[config.mk]
export PLATFORM = sky130hd
export DESIGN_NAME = par_bus_target_flat
export DESIGN_NICKNAME = d
export VERILOG_FILES = /design/src/rtl/par_bus_pkg.sv /design/src/rtl/par_bus_if.sv /design/src/rtl/par_bus_fifo.sv /design/src/rtl/par_bus_target.sv /design/src/flat_wrapper.sv
export SDC_FILE = /design/constraint.sdc
export NUM_CORES = 1
export LEC_CHECK = 0
export ABC_CLOCK_PERIOD_IN_PS = 19600
export BUFFER_PORTS_ARGS = -buffer_cell sky130_fd_sc_hd__buf_2
export CAP_MARGIN = 10
export CORE_MARGIN = 2
export CORE_UTILIZATION = 25
export DETAILED_ROUTE_END_ITERATION = 10
export HOLD_SLACK_MARGIN = 0.06
export SYNTH_ARGS = -nofsm -noshare
export SYNTH_HDL_FRONTEND = slang
export SYNTH_SLANG_ARGS = --single-unit
[constraint.sdc]
create_clock -name clk -period 19.6 [get_ports clk]
set_clock_uncertainty 0.05 [all_clocks]
set_input_delay 0 -clock clk [delete_from_list [all_inputs] [get_ports clk]]
set_output_delay 0 -clock clk [all_outputs]
set_load 0.005 [all_outputs]
[src/rtl/par_bus_pkg.sv]
// Shared command encoding and error classification for the parallel bus target.
package par_bus_pkg;

  localparam int CMD_W = 2;

  typedef enum logic [CMD_W-1:0] {
    NOP   = 2'd0,
    READ  = 2'd1,
    WRITE = 2'd2,
    RSVD  = 2'd3
  } bus_cmd_e;

  // RSVD is always an error; READ/WRITE only when the address misses storage.
  function automatic logic cmd_is_err(input bus_cmd_e cmd, input logic in_range);
    return (cmd == RSVD) || (((cmd == READ) || (cmd == WRITE)) && !in_range);
  endfunction

endpackage

[src/rtl/par_bus_if.sv]
// Request/response bus between an initiator (master) and par_bus_target (slave).
interface par_bus_if #(
  parameter int ADDR_W = 8,
  parameter int DATA_W = 8,
  parameter int CNT_W  = 8
) ();
  import par_bus_pkg::*;

  logic              req_valid;
  logic              req_ready;
  bus_cmd_e          req_cmd;
  logic [ADDR_W-1:0] req_addr;
  logic [DATA_W-1:0] req_data;
  logic              rsp_valid;
  logic              rsp_ready;
  logic [DATA_W-1:0] rsp_data;
  logic              rsp_err;
  logic [CNT_W-1:0]  err_count;

  modport master (
    output req_valid, req_cmd, req_addr, req_data, rsp_ready,
    input  req_ready, rsp_valid, rsp_data, rsp_err, err_count
  );

  modport slave (
    input  req_valid, req_cmd, req_addr, req_data, rsp_ready,
    output req_ready, rsp_valid, rsp_data, rsp_err, err_count
  );

endinterface

[src/rtl/par_bus_fifo.sv]
// Request queue: registered storage, so a pushed entry reaches the head one edge later.
module par_bus_fifo #(
  parameter int WIDTH = 8,
  parameter int DEPTH = 4
) (
  input  logic             clk,
  input  logic             rst,
  input  logic             push,
  input  logic [WIDTH-1:0] push_data,
  input  logic             pop,
  output logic [WIDTH-1:0] head_data,
  output logic             full,
  output logic             empty
);
  localparam int PTR_W = (DEPTH > 1) ? $clog2(DEPTH) : 1;
  localparam logic [PTR_W:0] DEPTH_CNT = (PTR_W + 1)'(DEPTH);

  logic [WIDTH-1:0] store_q [DEPTH];
  logic [WIDTH-1:0] store_d [DEPTH];
  logic [PTR_W-1:0] wr_ptr_q, wr_ptr_d;
  logic [PTR_W-1:0] rd_ptr_q, rd_ptr_d;
  logic [PTR_W:0]   count_q, count_d;
  logic             do_push, do_pop;

  // Full is purely occupancy-based; a same-cycle pop never frees a slot early.
  assign full      = (count_q == DEPTH_CNT);
  assign empty     = (count_q == '0);
  assign do_push   = push && !full;
  assign do_pop    = pop && !empty;
  assign head_data = store_q[rd_ptr_q];

  always_comb begin
    store_d  = store_q;
    wr_ptr_d = wr_ptr_q;
    rd_ptr_d = rd_ptr_q;
    if (do_push) begin
      store_d[wr_ptr_q] = push_data;
      wr_ptr_d          = wr_ptr_q + PTR_W'(1);
    end
    if (do_pop) begin
      rd_ptr_d = rd_ptr_q + PTR_W'(1);
    end
    count_d = count_q + (PTR_W + 1)'(do_push) - (PTR_W + 1)'(do_pop);
  end

  always_ff @(posedge clk or posedge rst) begin
    if (rst) begin
      store_q  <= '{default: '0};
      wr_ptr_q <= '0;
      rd_ptr_q <= '0;
      count_q  <= '0;
    end else begin
      store_q  <= store_d;
      wr_ptr_q <= wr_ptr_d;
      rd_ptr_q <= rd_ptr_d;
      count_q  <= count_d;
    end
  end

endmodule

[src/rtl/par_bus_target.sv]
// Memory-backed bus target: queued requests, word storage, one held read response.
module par_bus_target
  import par_bus_pkg::*;
#(
  parameter int ADDR_W     = 8,
  parameter int DATA_W     = 8,
  parameter int MEM_DEPTH  = 16,
  parameter int FIFO_DEPTH = 4,
  parameter int CNT_W      = 8
) (
  input logic      clk,
  input logic      rst,
  par_bus_if.slave bus
);
  localparam int ENTRY_W = CMD_W + ADDR_W + DATA_W;
  localparam int IDX_W   = (MEM_DEPTH > 1) ? $clog2(MEM_DEPTH) : 1;
  localparam logic [ADDR_W:0] MEM_LIMIT = (ADDR_W + 1)'(MEM_DEPTH);

  logic [ENTRY_W-1:0] head;
  logic               fifo_full, fifo_empty, pop;
  bus_cmd_e           head_cmd;
  logic [ADDR_W-1:0]  head_addr;
  logic [DATA_W-1:0]  head_wdata;
  logic               in_range;
  logic [IDX_W-1:0]   mem_idx;

  logic [DATA_W-1:0]  mem_q [MEM_DEPTH];
  logic [DATA_W-1:0]  mem_d [MEM_DEPTH];
  logic               rsp_valid_q, rsp_valid_d;
  logic [DATA_W-1:0]  rsp_data_q, rsp_data_d;
  logic               rsp_err_q, rsp_err_d;
  logic [CNT_W-1:0]   err_count_q, err_count_d;

  par_bus_fifo #(
    .WIDTH(ENTRY_W),
    .DEPTH(FIFO_DEPTH)
  ) u_fifo (
    .clk      (clk),
    .rst      (rst),
    .push     (bus.req_valid),
    .push_data({bus.req_cmd, bus.req_addr, bus.req_data}),
    .pop      (pop),
    .head_data(head),
    .full     (fifo_full),
    .empty    (fifo_empty)
  );

  assign head_cmd   = bus_cmd_e'(head[ENTRY_W-1 -: CMD_W]);
  assign head_addr  = head[DATA_W +: ADDR_W];
  assign head_wdata = head[DATA_W-1:0];
  assign in_range   = ({1'b0, head_addr} < MEM_LIMIT);
  assign mem_idx    = head_addr[IDX_W-1:0];

  // Only a READ needs the response slot; it may reuse it on the handshake edge.
  assign pop = !fifo_empty && ((head_cmd != READ) || !rsp_valid_q || bus.rsp_ready);

  always_comb begin
    mem_d       = mem_q;
    rsp_valid_d = rsp_valid_q;
    rsp_data_d  = rsp_data_q;
    rsp_err_d   = rsp_err_q;
    err_count_d = err_count_q;
    if (rsp_valid_q && bus.rsp_ready) begin
      rsp_valid_d = 1'b0;
    end
    if (pop) begin
      unique case (head_cmd)
        READ: begin
          rsp_valid_d = 1'b1;
          rsp_data_d  = in_range ? mem_q[mem_idx] : '0;
          rsp_err_d   = !in_range;
        end
        WRITE: begin
          if (in_range) begin
            mem_d[mem_idx] = head_wdata;
          end
        end
        default: ;
      endcase
      if (cmd_is_err(head_cmd, in_range) && (err_count_q != '1)) begin
        err_count_d = err_count_q + CNT_W'(1);
      end
    end
  end

  always_ff @(posedge clk or posedge rst) begin
    if (rst) begin
      mem_q       <= '{default: '0};
      rsp_valid_q <= 1'b0;
      rsp_data_q  <= '0;
      rsp_err_q   <= 1'b0;
      err_count_q <= '0;
    end else begin
      mem_q       <= mem_d;
      rsp_valid_q <= rsp_valid_d;
      rsp_data_q  <= rsp_data_d;
      rsp_err_q   <= rsp_err_d;
      err_count_q <= err_count_d;
    end
  end

  assign bus.req_ready = !fifo_full;
  assign bus.rsp_valid = rsp_valid_q;
  assign bus.rsp_data  = rsp_data_q;
  assign bus.rsp_err   = rsp_err_q;
  assign bus.err_count = err_count_q;

endmodule
[src/flat_wrapper.sv]
// flat-port wrapper written by rule: the top's interface ports become plain ports
module par_bus_target_flat import par_bus_pkg::*;
#(
  parameter int ADDR_W     = 8,
  parameter int DATA_W     = 8,
  parameter int MEM_DEPTH  = 16,
  parameter int FIFO_DEPTH = 4,
  parameter int CNT_W      = 8
)
  (clk, rst, bus_req_valid, bus_req_cmd, bus_req_addr, bus_req_data, bus_rsp_ready, bus_req_ready, bus_rsp_valid, bus_rsp_data, bus_rsp_err, bus_err_count);
  par_bus_if #(.ADDR_W(ADDR_W), .DATA_W(DATA_W), .CNT_W(CNT_W)) bus_i ();
  input logic clk;
  input logic rst;
  input wire logic [$bits(bus_i.req_valid)-1:0] bus_req_valid;
  input wire logic [$bits(bus_i.req_cmd)-1:0] bus_req_cmd;
  input wire logic [$bits(bus_i.req_addr)-1:0] bus_req_addr;
  input wire logic [$bits(bus_i.req_data)-1:0] bus_req_data;
  input wire logic [$bits(bus_i.rsp_ready)-1:0] bus_rsp_ready;
  output wire logic [$bits(bus_i.req_ready)-1:0] bus_req_ready;
  output wire logic [$bits(bus_i.rsp_valid)-1:0] bus_rsp_valid;
  output wire logic [$bits(bus_i.rsp_data)-1:0] bus_rsp_data;
  output wire logic [$bits(bus_i.rsp_err)-1:0] bus_rsp_err;
  output wire logic [$bits(bus_i.err_count)-1:0] bus_err_count;
  assign bus_i.req_valid = bus_req_valid;
  assign bus_i.req_cmd = bus_req_cmd;
  assign bus_i.req_addr = bus_req_addr;
  assign bus_i.req_data = bus_req_data;
  assign bus_i.rsp_ready = bus_rsp_ready;
  assign bus_req_ready = bus_i.req_ready;
  assign bus_rsp_valid = bus_i.rsp_valid;
  assign bus_rsp_data = bus_i.rsp_data;
  assign bus_rsp_err = bus_i.rsp_err;
  assign bus_err_count = bus_i.err_count;
  par_bus_target #(.ADDR_W(ADDR_W), .DATA_W(DATA_W), .MEM_DEPTH(MEM_DEPTH), .FIFO_DEPTH(FIFO_DEPTH), .CNT_W(CNT_W)) u_core (.clk(clk), .rst(rst), .bus(bus_i));
endmodule
Yosys cells after proc, flatten, opt, wreduce, memory -nomap -nowiden:

Index checks and enable logic that the tools add are counted.
Widths: inputs -> output; s select.

* $add $sub $neg: 5
* mux-type cells: 16
* equality and inequality tests: 6
* bitwise logic cells: 3
* reduce and logical (&&, ||, !) cells: 20
* magnitude comparators: 6

Operators by type and width (number)
* $bwmux 128: 1
* $bwmux 72: 1
* $mux 18: 3
* $bmux 18 s2: 1
* $demux 18 s2: 1
* $bmux 8 s4: 1
* $demux 8 s4: 1
* $mux 8: 4
* $add 8x1->8 const B: 1
* $logic_and 1x1->1: 8
* $lt 8x5->1 const B: 1
* $ne 8x8->1 const B: 1
* $ge 3x3->1 const B: 2
* $not 2->3: 2
* $ge 5x5->1 const B: 1
* $lt 5x1->1 const B: 1
* $not 4->5: 1
* $add 2x1->2 const B: 2
* $eq 2x2->1 const B: 2
* $logic_not 1->1: 4
* $logic_or 1x1->1: 4
* $reduce_and 2->1: 2
* $add 3x1->3: 1
* $eq 3x3->1 const B: 1
* 7 further kinds: 9

* flip-flop bits (word level): 225
* word-level logic and storage cells: 83
* bits of input ports: 22
* output and inout port bits: 19

Longest topological paths before layout:

* depth after elaboration: 10
* depth in mapped cells: 13
* depth with buffers taken out: 11

Hierarchy:

A second synthesis with hierarchy kept.

* cell total of the unflattened synthesis: 648
* area total of the unflattened synthesis: 10597.7 um^2

By module, submodules not included
* par_bus_target: sequential area each 3653.5 um^2, area each 6877.8 um^2, cells each 438, times used 1
* par_bus_fifo: sequential area each 1976.9 um^2, area each 3719.8 um^2, cells each 210, times used 1

Worst setup path before layout:

No wires, ideal clock.

* kind: reg-to-reg
* start point: reg u_core.u_fifo.rd_ptr_q[0]
* end point: reg u_core.u_fifo.count_q[2]
* data required time: 19.427 ns
* cell stages (with the launch flop): 14
* period minus slack after synthesis: 3.174 ns
* setup time: 0.123 ns
* arrival: 3.002 ns
* buffers on the path: 2
* path slack: 16.426 ns
* cell sequence: dfrtp_1 -> buf_6 -> buf_2 -> mux4_2 -> inv_1 -> ha_1 -> a21o_1 -> inv_1 -> ha_1 -> inv_1 -> ha_1 -> fa_1 -> xnor2_1 -> xnor2_1

* word-level cells in the longest chain between the ends: 10

Ends and longest elaborated chain
* from (decl): RTL line par_bus_fifo.sv:21 `logic [PTR_W-1:0] rd_ptr_q, rd_ptr_d;`
* from (signal assigned): RTL line par_bus_fifo.sv:55 `rd_ptr_q <= rd_ptr_d;`
* $not 2->3 (not written as such): RTL line par_bus_fifo.sv:30 `assign head_data = store_q[rd_ptr_q];`
* $bmux 18 s2: RTL line par_bus_fifo.sv:30
* $mux 18 (not written as such) (2 in a row): RTL line par_bus_fifo.sv:30
* $ne 2x1->1: RTL line par_bus_target.sv:55 `assign pop = !fifo_empty && ((head_cmd != READ) || !rsp_valid_q || bus.rsp_ready);`
* $logic_or 1x1->1 (2 in a row): RTL line par_bus_target.sv:55
* $logic_and 1x1->1: RTL line par_bus_target.sv:55
* $logic_and 1x1->1: RTL line par_bus_fifo.sv:29 `assign do_pop = pop && !empty;`
* via u_core.u_fifo.do_pop: RTL line par_bus_fifo.sv:23 `logic do_push, do_pop;`
* $sub 3x1->3: RTL line par_bus_fifo.sv:43 `count_d = count_q + (PTR_W + 1)'(do_push) - (PTR_W + 1)'(do_pop);`
* via u_core.u_fifo.count_d[2]: RTL line par_bus_fifo.sv:22 `logic [PTR_W:0] count_q, count_d;`
* to (signal assigned): RTL line par_bus_fifo.sv:56 `count_q <= count_d;`
* to (decl): RTL line par_bus_fifo.sv:22

The timed path passes the listed nets, and every way through them passes these cells. The select of a mux whose other input is x is not followed.
A chain may end at the register's enable or synchronous reset.

Worst setup path after layout:

Ends and elaborated chain as after synthesis.

==> results.md <==
- Outcome: completed
- Async SR Flop Fraction: 100%
- HP Class: in2async
- Syn_nets: 748
- Critical path capture point type: register
- Largest net degree at the start of global routing: 150
- Worst EP arrival: 3.72 ns
- Required @ worst endpoint: 19.99 ns
- Fin. max-slew vios: 0
- Worst Path Buf+Inv: 4
- Vias per cell: 4.54
- Post-route setup TNS: 0 ns
- Worst hold slack: 0.177 ns
- Vias in the first global route: 6367
- Clk Latency, worst-skew pair: 0.52 ns
- Deepest clock path buffer count: 3
- GRT Overall Usage: 11.0%
- Core Rows: 75
- Worst-path clk slew: 0.06 ns
- DRT Wirelength: 23600 um
- Worst-path maximum fanout: 17
- Share of cells above drive strength 1: 41.5%
- Yosys warning total: 0
- Buffers added on ports: 40
- Dpl hpwl: 15300 um
- Core ar.: 41900 sq um
- Critical path's slowest cell: mux4_2
- Slew margin rel.: 26.1%
- Die width: 209 um
- Final Critical Period: 3.32 ns
- Crit path launch type: register
- Worst path max stage delay: 0.59 ns
- Worst Max-Slew Pin Slew: 1.11 ns
- Synth Cell Area: 10600 sq um
- Syn Area/Cell: 14.8 sq um
- Worst vdd ir: 0.0846 mV
- Most frequent cell after synthesis: dfrtp_1
- Antenna viol nets, final: 0
- Final hold vios: 0
- # diodes: 0
- MaxCap Viol Count: 0
- Worst-path cell chain: buf_4 > mux4_2 > inv_1 > ha_1 > a21o_1 > inv_1 > ha_1 > inv_1 > ha_1 > fa_1 > xnor2_1 > xnor2_1
- RSZ-0062 raised after global routing: no
- WL per Instance: 17.8 um
- First-pass GRT wire length: 38400 um
- Post-synth EDFFs: 0
- Post-CTS sizing: 0
- Die area: 43900 sq um
- Synth area leaders: dfrtp_1 53%, mux2_2 18%, mux2i_1 7.9%, mux2_4 4.6%, mux4_2 2.6%
- DR DRC count: 0
- Fin crit share: 17.0%
- Area Overhead vs Synth: 18.2%
- Initial antenna violation count: 0
- Fin nets: 804
- Syn Inst Count: 715
- PwrDens: 189 nW/um^2
- Initial DRC count: 298
- Clock tree sinks: 225
- Power Total: 2.36 mW
- Top Ports: 41
- Post-layout util: 29.8%
- Leakage: 5.78 nW
- H-tree depth: 1
- Vias: 6037
- CTS tree: done
- DR pass1 iterations: 4
- Starting Density: 25.2%
- Final setup violation count: 0
- Root Driver: clkbuf_16
- Highest clock rate: 301 MHz
- Synth top area share: 53.3%
- Top Family by Delay on Critical Path: adder cells
- Grt ovf: 0
- Synth cell count leaders: 225 x dfrtp_1, 169 x mux2_2, 83 x mux2i_1
- CTS Buf Count: 26
- Largest area contributor in the netlist: dfrtp_1
- Top_reg_cell synth: dfrtp_1
- GP Congestion: 0.756
- WS Path Type: reg2reg
- Synth unique cells: 50
- Post-synthesis sequential area ratio: 53.3%
- Die Y: 209 um
- Register bit count reported by yosys: 225
-- layout by cell type, fill, tap and decap left out, types with 6 or more instances in the layout --
cell and count:
mux2_2 169, o22ai_1 8, xnor2_1 12, a22oi_1 16, ha_1 10, clkinv_2 6
mux4_2 12, nand3_4 9, mux2i_1 83, a21oi_1 9, buf_2 40, inv_1 11
nand2_1 18, clkbuf_8 8, clkbuf_16 27, o31ai_1 8, bufinv_16 6, dlygate4sd3_1 21
dfrtp_1 225, mux2_4 32, nand3_2 7
-- per-layer routing --
metal  routed length [um]  vias to the layer above  track usage [%]
met5                    0                        -                0
met3                  730                       32             1.33
met4                  354                        0             2.23
met2                11000                       91             17.6
li1                     -                     2756                -
met1                11500                     3158             16.0
-- path summary, 6_finish.rpt --
kind                       cells past startpoint                       from                         to  slack [ns]
hold reg to reg                                2     u_core.bus.rsp_data[3]     u_core.bus.rsp_data[3]        0.43
min in group clk                               3            bus_req_addr[2]  u_core.u_fifo.store_q[28]        0.26
max in group asynchronous                      4                        rst           u_core.mem_q[94]       17.72
setup reg to reg                              12  u_core.u_fifo.rd_ptr_q[0]   u_core.u_fifo.count_q[2]       16.28
hold / removal                                 3                        rst    u_core.bus.err_count[5]        0.18
setup / recovery                              12  u_core.u_fifo.rd_ptr_q[0]   u_core.u_fifo.count_q[2]       16.28
-- timing repair --
action / in CTS / in global routing
endpoints found under the hold margin: 224 / 0
setup buffers: 0 / 0
hold buffers: 21 / 0
-- sequential cells by signal (all words and copies together) (netlist names) --
| name | flops |
|---|---|
| u_core.u_fifo.count_q | 3 |
| u_core.u_fifo.rd_ptr_q | 2 |
| u_core.u_fifo.store_q | 72 |
| u_core.mem_q | 128 |
| u_core.bus.rsp_err | 1 |
| u_core.bus.rsp_valid | 1 |
| u_core.bus.rsp_data | 8 |
| u_core.u_fifo.wr_ptr_q | 2 |
| u_core.bus.err_count | 8 |
-- layout make-up --
| class | instances | area (sq um) |
|---|---|---|
| multi-input combinational | 441 | 4680 |
| fill | 4189 | 29400 |
| tap | 539 | 674 |
| clock inverter | 13 | 218 |
| timing repair buffer | 65 | 440 |
| inverter | 12 | 52.6 |
| clock buffer | 35 | 786 |
| sequential | 225 | 5630 |
-- cell families after synthesis --
family	count (synthesis)	share of synthesized area (%)
buffers and inverters	49	2.35
AOI/OAI and AO/OA	54	3.63
adders and majority gates	11	1.38
muxes	298	33.4
xor gates and xnor gates	12	0.996
and+or+nand+nor	66	4.94
DFF	225	53.3
-- tightest hold or removal path, delay by kind of cell --
kind	cells	cell delay (ns)
buffers and inverters	3	1.28
-- where the power goes --
group | switching [mW] | internal (mW) | total [mW]
Clock | 0.193 | 0.359 | 0.552
Combinational | 0.576 | 0.454 | 1.03
Sequential | 0.111 | 0.664 | 0.775
-- stage by stage --
step                      cell area (sq um)  cells  setup WS [ns]
after floorplan                       10600    715          13.39
after global placement                11300   1261          16.30
after detailed placement              11300   1261          16.24
after CTS                             12500   1330          16.24
after global routing                  12500   1330          16.01
final                                 12500   1330          16.28
Power figures use the tool's default switching activity.
